### src/rtl/mem_port_arbiter_pkg.sv
// Shared types for the memory port arbiter: FSM state encoding, owner record and
// the data-bus width.
package mem_port_arbiter_pkg;

    localparam int DATA_W      = 64;
    localparam int MAX_NFU     = 16;
    localparam int OWNER_IDX_W = $clog2(MAX_NFU);

    typedef enum logic [1:0] {
        IDLE = 2'd0,
        BUS  = 2'd1,
        DONE = 2'd2
    } arbState_e;

    // The owner is either the fetch unit or one FU, identified by its index.
    typedef struct packed {
        logic                   isFetch;
        logic [OWNER_IDX_W-1:0] fuIdx;
    } owner_t;

    function automatic int fuIdxWidth(input int nfu);
        return (nfu > 1) ? $clog2(nfu) : 1;
    endfunction

endpackage

### src/rtl/mem_port_arbiter_if.sv
// Requester and memory-side signal bundle for mem_port_arbiter.
interface mem_port_arbiter_if
    import mem_port_arbiter_pkg::*;
#(
    parameter int NFU = 8,
    parameter int PAW = 56
);
    logic                         fetchReq;
    logic [PAW-1:0]               fetchAddr;
    logic                         fetchDone;
    logic [NFU-1:0]               fuReq;
    logic [NFU-1:0]               fuWrite;
    logic [NFU-1:0][PAW-1:0]      fuAddr;
    logic [NFU-1:0][DATA_W-1:0]   fuWdata;
    logic [NFU-1:0]               fuDone;
    logic [DATA_W-1:0]            rdata;
    logic                         memReq;
    logic                         memWrite;
    logic [PAW-1:0]               memAddr;
    logic [DATA_W-1:0]            memWdata;
    logic                         memAck;
    logic [DATA_W-1:0]            memRdata;

    // master: requesters plus memory model; slave: the arbiter itself
    modport master (
        output fetchReq, fetchAddr, fuReq, fuWrite, fuAddr, fuWdata, memAck, memRdata,
        input  fetchDone, fuDone, rdata, memReq, memWrite, memAddr, memWdata
    );

    modport slave (
        input  fetchReq, fetchAddr, fuReq, fuWrite, fuAddr, fuWdata, memAck, memRdata,
        output fetchDone, fuDone, rdata, memReq, memWrite, memAddr, memWdata
    );

endinterface

### src/rtl/mem_port_arbiter_rr_picker.sv
// Combinational round-robin selector: first set request at or above ptr, wrapping.
module mem_port_arbiter_rr_picker #(
    parameter int N  = 8,
    parameter int IW = 3
) (
    input  logic [N-1:0]  req,
    input  logic [IW-1:0] ptr,
    output logic          valid,
    output logic [IW-1:0] idx
);

    logic [IW:0] cand;

    // Scan from the farthest candidate back to ptr so the closest hit is kept last.
    always_comb begin
        valid = 1'b0;
        idx   = '0;
        cand  = '0;
        for (int i = N - 1; i >= 0; i--) begin
            cand = {1'b0, ptr} + (IW+1)'(i);
            if (cand >= (IW+1)'(N)) begin
                cand = cand - (IW+1)'(N);
            end
            if (req[cand[IW-1:0]]) begin
                valid = 1'b1;
                idx   = cand[IW-1:0];
            end
        end
    end

endmodule

### src/rtl/mem_port_arbiter.sv
// Single-port memory arbiter: fetch vs. NFU functional units, one access in flight,
// fetch priority with forced alternation and round-robin among FUs.
module mem_port_arbiter
    import mem_port_arbiter_pkg::*;
#(
    parameter int NFU                   = 8,
    parameter int PHYSICAL_ADDRESS_SIZE = 56
) (
    input logic              clk,
    input logic              rst,
    mem_port_arbiter_if.slave bus
);

    localparam int IDXW = fuIdxWidth(NFU);
    localparam logic [1:0]      ST_IDLE = IDLE;
    localparam logic [1:0]      ST_BUS  = BUS;
    localparam logic [1:0]      ST_DONE = DONE;
    localparam logic [IDXW-1:0] LAST_FU = IDXW'(NFU - 1);

    logic [1:0]                       state;
    logic [IDXW-1:0]                  rrPtr;
    logic                             prevFetch;
    owner_t                           owner;
    logic [PHYSICAL_ADDRESS_SIZE-1:0] addrReg;
    logic                             writeReg;
    logic [DATA_W-1:0]                wdataReg;
    logic [DATA_W-1:0]                rdataReg;

    logic            pickValid;
    logic [IDXW-1:0] pickIdx;
    logic            fetchWins;

    mem_port_arbiter_rr_picker #(.N(NFU), .IW(IDXW)) rrPicker (
        .req   (bus.fuReq),
        .ptr   (rrPtr),
        .valid (pickValid),
        .idx   (pickIdx)
    );

    // A fetch that just owned the bus yields to any waiting FU.
    assign fetchWins = bus.fetchReq && !(prevFetch && (|bus.fuReq));

    always_ff @(posedge clk) begin
        if (rst) begin
            state     <= ST_IDLE;
            rrPtr     <= '0;
            prevFetch <= 1'b0;
            owner     <= '0;
            addrReg   <= '0;
            writeReg  <= 1'b0;
            wdataReg  <= '0;
            rdataReg  <= '0;
        end else begin
            case (state)
                ST_IDLE: begin
                    if (fetchWins) begin
                        state         <= ST_BUS;
                        prevFetch     <= 1'b1;
                        owner.isFetch <= 1'b1;
                        owner.fuIdx   <= '0;
                        addrReg       <= bus.fetchAddr;
                        writeReg      <= 1'b0;
                        wdataReg      <= '0;
                    end else if (pickValid) begin
                        state         <= ST_BUS;
                        prevFetch     <= 1'b0;
                        owner.isFetch <= 1'b0;
                        owner.fuIdx   <= OWNER_IDX_W'(pickIdx);
                        addrReg       <= bus.fuAddr[pickIdx];
                        writeReg      <= bus.fuWrite[pickIdx];
                        wdataReg      <= bus.fuWdata[pickIdx];
                        rrPtr         <= (pickIdx == LAST_FU) ? '0 : pickIdx + 1'b1;
                    end
                end
                ST_BUS: begin
                    if (bus.memAck) begin
                        if (!writeReg) begin
                            rdataReg <= bus.memRdata;
                        end
                        state <= ST_DONE;
                    end
                end
                ST_DONE: state <= ST_IDLE;
                default: state <= ST_IDLE;
            endcase
        end
    end

    assign bus.memReq    = (state == ST_BUS);
    assign bus.memWrite  = (state == ST_BUS) && writeReg;
    assign bus.memAddr   = addrReg;
    assign bus.memWdata  = wdataReg;
    assign bus.rdata     = rdataReg;
    assign bus.fetchDone = (state == ST_DONE) && owner.isFetch;
    assign bus.fuDone    = ((state == ST_DONE) && !owner.isFetch) ? (NFU'(1) << owner.fuIdx) : '0;

endmodule

### src/flat_wrapper.sv
// flat-port wrapper written by rule: the top's interface ports become plain ports
module mem_port_arbiter_flat import mem_port_arbiter_pkg::*;
#(
    parameter int NFU                   = 8,
    parameter int PHYSICAL_ADDRESS_SIZE = 56
)
  (clk, rst, bus_fetchReq, bus_fetchAddr, bus_fuReq, bus_fuWrite, bus_fuAddr, bus_fuWdata, bus_memAck, bus_memRdata, bus_fetchDone, bus_fuDone, bus_rdata, bus_memReq, bus_memWrite, bus_memAddr, bus_memWdata);
  mem_port_arbiter_if #(.NFU(NFU), .PAW((56))) bus_i ();
  input logic clk;
  input logic rst;
  input wire logic [$bits(bus_i.fetchReq)-1:0] bus_fetchReq;
  input wire logic [$bits(bus_i.fetchAddr)-1:0] bus_fetchAddr;
  input wire logic [$bits(bus_i.fuReq)-1:0] bus_fuReq;
  input wire logic [$bits(bus_i.fuWrite)-1:0] bus_fuWrite;
  input wire logic [$bits(bus_i.fuAddr)-1:0] bus_fuAddr;
  input wire logic [$bits(bus_i.fuWdata)-1:0] bus_fuWdata;
  input wire logic [$bits(bus_i.memAck)-1:0] bus_memAck;
  input wire logic [$bits(bus_i.memRdata)-1:0] bus_memRdata;
  output wire logic [$bits(bus_i.fetchDone)-1:0] bus_fetchDone;
  output wire logic [$bits(bus_i.fuDone)-1:0] bus_fuDone;
  output wire logic [$bits(bus_i.rdata)-1:0] bus_rdata;
  output wire logic [$bits(bus_i.memReq)-1:0] bus_memReq;
  output wire logic [$bits(bus_i.memWrite)-1:0] bus_memWrite;
  output wire logic [$bits(bus_i.memAddr)-1:0] bus_memAddr;
  output wire logic [$bits(bus_i.memWdata)-1:0] bus_memWdata;
  assign bus_i.fetchReq = bus_fetchReq;
  assign bus_i.fetchAddr = bus_fetchAddr;
  assign bus_i.fuReq = bus_fuReq;
  assign bus_i.fuWrite = bus_fuWrite;
  assign bus_i.fuAddr = bus_fuAddr;
  assign bus_i.fuWdata = bus_fuWdata;
  assign bus_i.memAck = bus_memAck;
  assign bus_i.memRdata = bus_memRdata;
  assign bus_fetchDone = bus_i.fetchDone;
  assign bus_fuDone = bus_i.fuDone;
  assign bus_rdata = bus_i.rdata;
  assign bus_memReq = bus_i.memReq;
  assign bus_memWrite = bus_i.memWrite;
  assign bus_memAddr = bus_i.memAddr;
  assign bus_memWdata = bus_i.memWdata;
  mem_port_arbiter #(.NFU(NFU), .PHYSICAL_ADDRESS_SIZE(PHYSICAL_ADDRESS_SIZE)) u_core (.clk(clk), .rst(rst), .bus(bus_i));
endmodule
### config.mk
export PLATFORM = sky130hd
export DESIGN_NAME = mem_port_arbiter_flat
export DESIGN_NICKNAME = d
export VERILOG_FILES = /design/src/rtl/mem_port_arbiter_pkg.sv /design/src/rtl/mem_port_arbiter_if.sv /design/src/rtl/mem_port_arbiter_rr_picker.sv /design/src/rtl/mem_port_arbiter.sv /design/src/flat_wrapper.sv
export SDC_FILE = /design/constraint.sdc
export NUM_CORES = 1
export LEC_CHECK = 0
export CAP_MARGIN = 30
export CORE_AREA = 2 2 511 513
export CTS_CLUSTER_DIAMETER = 80
export DETAILED_ROUTE_END_ITERATION = 8
export DIE_AREA = 0 0 513 515
export GPL_TIMING_DRIVEN = 0
export PLACE_DENSITY_LB_ADDON = 0.08
export SLEW_MARGIN = 25
export SYNTH_ARGS = -nofsm -noshare
export SYNTH_HDL_FRONTEND = slang
export SYNTH_SLANG_ARGS = --single-unit
### constraint.sdc
create_clock -name clk -period 4.2 [get_ports clk]
set_clock_uncertainty 0.15 [all_clocks]
set_input_delay 0.84 -clock clk [delete_from_list [all_inputs] [get_ports clk]]
set_output_delay 0.84 -clock clk [all_outputs]
set_load 0.03 [all_outputs]
==> Flow_metrics.wiki <==
{| class="wikitable"
! Metric !! Value
|-
| Power, Total || 25.4 mW
|-
| Synthesis warning total || 0
|-
| Number of antenna violations at the first check in global routing || 123
|-
| Top cells by area, synth || sky130_fd_sc_hd__mux4_2, sky130_fd_sc_hd__dfxtp_1, sky130_fd_sc_hd__mux2i_1
|-
| Final global-route overflow total || 0
|-
| Overall routing resource usage || 0.140
|-
| Post-detailed-placement half-perimeter wirelength || about 170 mm
|-
| Fin worst setup slack || between 0.05 and 0.06 ns
|-
| Post-Synthesis Net Count || 2,516
|-
| Area of all placed cells without fillers || 33,700 um^2
|-
| Synthesized netlist cell count || 1,412
|-
| Crit path largest cell delay || 0.58 ns
|-
| Maximum resistive drop on vdd || 0.000456 V
|-
| Critical hold path startpoint || u_core.bus.rdata[33]
|-
| Proportion of synthesized chip area in sequential cells || 0.272
|-
| Normalized max-slew margin || 0.386
|-
| Cell with the largest stage delay on the worst path || sky130_fd_sc_hd__mux4_2
|-
| # clock sinks || 194
|-
| Count of cells along the worst register-to-register path || 16
|-
| Area of placed instances || 31,900 um^2
|-
| Async set-reset flop share out of synthesis || 0
|-
| Iter 0 DRT Violations || 864
|-
| Setup-violating endpoint count in the final report || 0
|-
| Final Max Tran Viols || 0
|-
| Worst-path fanout max || 10
|-
| Origin of the critical flop-to-flop path || u_core.rrPtr[1]
|-
| Routability-driven placement congestion ratio || 0.810
|-
| Nets@finish || 3,879
|-
| R2r setup slk || 0.13 ns
|-
| Cts-stage hold buffer count || 0
|-
| Level count of the clock H-tree || 4
|-
| PwrDens || 753 nW/um^2
|-
| Critical path endpoint category || flip-flop
|-
| Final period utilization || 0.986
|-
| Destination of the worst register-to-register timing path || u_core.rrPtr[0]
|-
| Number of failing hold endpoints at the final stage || 0
|-
| Arrival time worst endpoint || 4.49 ns
|-
| Hold-critical path endpoint || u_core.bus.rdata[33]
|-
| Placed instance count || 6,124
|-
| TritonCTS clock tree || done
|-
| Number of max-capacitance violations reported || 0
|-
| Setup WS pre-CTS || -3.09 ns
|-
| Total routed wirelength || 192 mm
|-
| Horizontal extent of the die || a little over 500 um
|-
| Worst min path class || reg -> reg
|-
| Initial Util || 0.0552
|-
| Maximum number of pins on one net before global-route repair || 22
|-
| Placement Rows || 187
|-
| Die boundary height || between 500 and 600 um
|-
| Post-synthesis sequential element count || between 150 and 200
|-
| Longest Clk Path Bufs || 2
|-
| Filler cells || a little under 30,000
|-
| Core area || roughly 260,000 um^2
|-
| Maximum clock rate || around 240 MHz
|-
| Setup CP Type || in -> reg
|-
| Via count of the first global-routing pass || 20,100
|-
| Leading area contributor after synthesis || sky130_fd_sc_hd__mux4_2
|-
| First drt pass iteration count || 4
|-
| Leakage power summed over all cells || ~11 nW
|-
| Antenna viol nets, final || 0
|-
| I/O pin total || 1,295
|-
| Average via count per standard cell || ~3
|-
| Final routed wire length divided by cell count || 30.8 um
|-
| Critical Path RT || 4.55 ns
|-
| Overall die area || 264,000 um^2
|-
| Number of remaining DRC errors || 0
|-
| Hold Crit Depth || 2
|-
| Post-synth top area share || 0.289
|-
| Actual slew at the worst max-slew pin || 0.921 ns
|-
| Crit path cell chain || clkdlybuf4s50_1 -> mux4_2 -> mux2_2 -> o21a_1 -> o211a_1 -> a211oi_4 -> buf_8 -> inv_2 -> buf_12 -> buf_12 -> buf_6 -> ha_1 -> ha_1 -> nor3_2 -> a21oi_1 -> nor2_1
|-
| Number of enable-type register cells in the synthesized netlist || 0
|-
| Final cell count without fillers || 6,215
|-
| Post-synthesis instance area || 14,300 um^2
|-
| Synth cell types || 49
|-
| Area added between synthesis and finish || 136%
|-
| Minimum hold slack || 0.309 ns
|-
| First-pass GRT wire length || between 200 and 250 mm
|-
| Clock-pin slew on the worst setup and hold paths || 0.11 ns
|-
| Clk Latency, worst-skew pair || 0.57 ns
|-
| Final critical delay including setup and external delays || 4.14 ns
|-
| Run status || finished, final reports clean
|-
| Port bufs || 1,293
|-
| Via total after detailed routing || 18,600
|-
| Cts bufs inserted || 17
|-
| Root buffer cell || sky130_fd_sc_hd__clkbuf_16
|-
| Fraction of final layout cells with drive strength greater than 1 || 0.163
|-
| Unrepaired setup endpoints after global routing || yes
|-
| Mapped Avg Cell Area || 10.1 um^2
|-
| Top_reg_cell synth || sky130_fd_sc_hd__dfxtp_1
|-
| Critical path launch point type || primary input
|}
[power breakdown]
group / leakage [nW] / switching [mW] / internal [mW] / total (mW)
logic: 8.83 / 11.2 / 9.32 / 20.5
registers: 1.59 / 0.411 / 2.45 / 2.86
clock network: 0.296 / 1.21 / 0.833 / 2.04
[worst max-delay path: cells and delay by family]
kind | cells | cell delay (ns)
multiplexers | 2 | 0.90
AO/OA/AOI/OAI | 4 | 0.70
AND/OR/NAND/NOR | 2 | 0.31
buffers and inverters | 6 | 1.30
adder cells (fa/ha/maj) | 2 | 0.41
[cells by family (layout without fill, tap and decap cells)]
logic type / count (synthesis) / after routing / synth area share
xor+xnor: 3 / 3 / 0.00184
fa+ha+maj: 4 / 4 / 0.00350
mux: 326 / 326 / 0.392
flops: 194 / 194 / 0.272
compound gates: 400 / 400 / 0.187
simple gates: 333 / 333 / 0.0939
buf+inv: 152 / 1528 / 0.0498
other cells: 0 / 25 / 0
[layout by cell type (no fill, tap or decap), types with 6 or more instances in the layout]
cell type                            n
sky130_fd_sc_hd__a21oi_1            76
sky130_fd_sc_hd__a22oi_1           114
sky130_fd_sc_hd__a22oi_2            19
sky130_fd_sc_hd__a31oi_1            65
sky130_fd_sc_hd__buf_12             19
sky130_fd_sc_hd__buf_16             14
sky130_fd_sc_hd__buf_4              48
sky130_fd_sc_hd__buf_6              17
sky130_fd_sc_hd__buf_8               9
sky130_fd_sc_hd__clkbuf_1           48
sky130_fd_sc_hd__clkbuf_16          20
sky130_fd_sc_hd__clkbuf_2           19
sky130_fd_sc_hd__clkbuf_4            8
sky130_fd_sc_hd__clkdlybuf4s50_1  1288
sky130_fd_sc_hd__dfxtp_1           192
sky130_fd_sc_hd__diode_2            25
sky130_fd_sc_hd__inv_1               6
sky130_fd_sc_hd__mux2_2             33
sky130_fd_sc_hd__mux2i_1            98
sky130_fd_sc_hd__mux4_2            183
sky130_fd_sc_hd__nand2_1           272
sky130_fd_sc_hd__nor2_1             21
sky130_fd_sc_hd__o21ai_1            57
sky130_fd_sc_hd__o22a_1             48
[metrics by stage]
stage	utilization	setup TNS [ns]
3_5_place_dp	0.123	-319.80
5_1_grt	0.130	-0.195
4_1_cts	0.129	-0.0557
2_1_floorplan	-	0
6_report	0.131	0
3_3_place_gp	0.122	-403.52
[what timing repair did]
action,4_1_cts,5_1_grt
cloned,0,2
setup buffers,27,8
endpoints found under the hold margin,0,0
endpoints found under the setup margin,127,114
resized for setup,165,73
pin swaps,8,11
[synthesized netlist by cell type, types with 2 or more instances]
master,n
sky130_fd_sc_hd__a32oi_1,2
sky130_fd_sc_hd__a22oi_1,133
sky130_fd_sc_hd__xnor2_1,2
sky130_fd_sc_hd__mux4_2,183
sky130_fd_sc_hd__o21ai_0,2
sky130_fd_sc_hd__nor4_1,3
sky130_fd_sc_hd__buf_1,6
sky130_fd_sc_hd__o21ai_1,59
sky130_fd_sc_hd__a21oi_1,76
sky130_fd_sc_hd__o22a_1,50
sky130_fd_sc_hd__a31oi_1,65
sky130_fd_sc_hd__a21o_1,2
sky130_fd_sc_hd__nand2_1,277
sky130_fd_sc_hd__nor3_2,2
sky130_fd_sc_hd__ha_1,4
sky130_fd_sc_hd__nand2b_1,5
sky130_fd_sc_hd__o21a_1,2
sky130_fd_sc_hd__or3_1,2
sky130_fd_sc_hd__mux2_1,2
sky130_fd_sc_hd__nor3_1,6
sky130_fd_sc_hd__nor2b_1,4
sky130_fd_sc_hd__buf_4,12
sky130_fd_sc_hd__mux2_2,34
sky130_fd_sc_hd__nor2_1,23
sky130_fd_sc_hd__buf_2,40
sky130_fd_sc_hd__mux2i_1,107
sky130_fd_sc_hd__nand4_1,2
sky130_fd_sc_hd__clkbuf_1,80
sky130_fd_sc_hd__buf_6,6
sky130_fd_sc_hd__inv_1,7
sky130_fd_sc_hd__dfxtp_1,194
sky130_fd_sc_hd__and2_1,3
[final cells by class]
class / count / area [um^2] / area share
clock buffers: 18 / 439 / 0.0130
clock inverters: 14 / 179 / 0.00530
plain buffers: 141 / 1220 / 0.0360
multi-input cells: 1066 / 10000 / 0.297
repair buffers: 1347 / 13600 / 0.404
well taps: 3402 / 4260 / 0.126
diodes: 25 / 62.6 / 0.00185
inverters: 8 / 33.8 / 0.00100
flip-flops and latches: 194 / 3890 / 0.115
[flip-flops by register name (all words and copies together) (netlist names)]
signal	cells
u_core.bus.memWdata	64
u_core.bus.rdata	64
u_core.bus.memAddr	56
u_core.owner	4
u_core.rrPtr	3
u_core.state	2
u_core.writeReg	1
[layer usage]
| metal | wire length, um | GRT usage | part of all wire |
|---|---|---|---|
| met2 | 95000 | 0.246 | 0.50 |
| met1 | 77500 | 0.163 | 0.40 |
| met5 | 466 | 0 | 0.0024 |
| met3 | 17500 | 0.0586 | 0.091 |
| met4 | 1250 | 0.0146 | 0.0065 |
[worst max-delay path by stage]
stage	depth (start not counted)	endpoint	startpoint	slack (ns)
finish	16	u_core.rrPtr[0]	bus_fuReq[3]	0.06
global route	15	u_core.bus.memWdata[15]	u_core.rrPtr[1]	-0.04
CTS	14	u_core.bus.memAddr[12]	u_core.rrPtr[1]	-0.03
detailed placement	14	u_core.bus.memWdata[12]	u_core.rrPtr[1]	-3.09
global placement	12	u_core.bus.memWdata[24]	u_core.rrPtr[1]	-3.58
floorplan	17	u_core.rrPtr[0]	u_core.rrPtr[1]	0.11
Note: power is estimated with default switching activity, not from simulation.
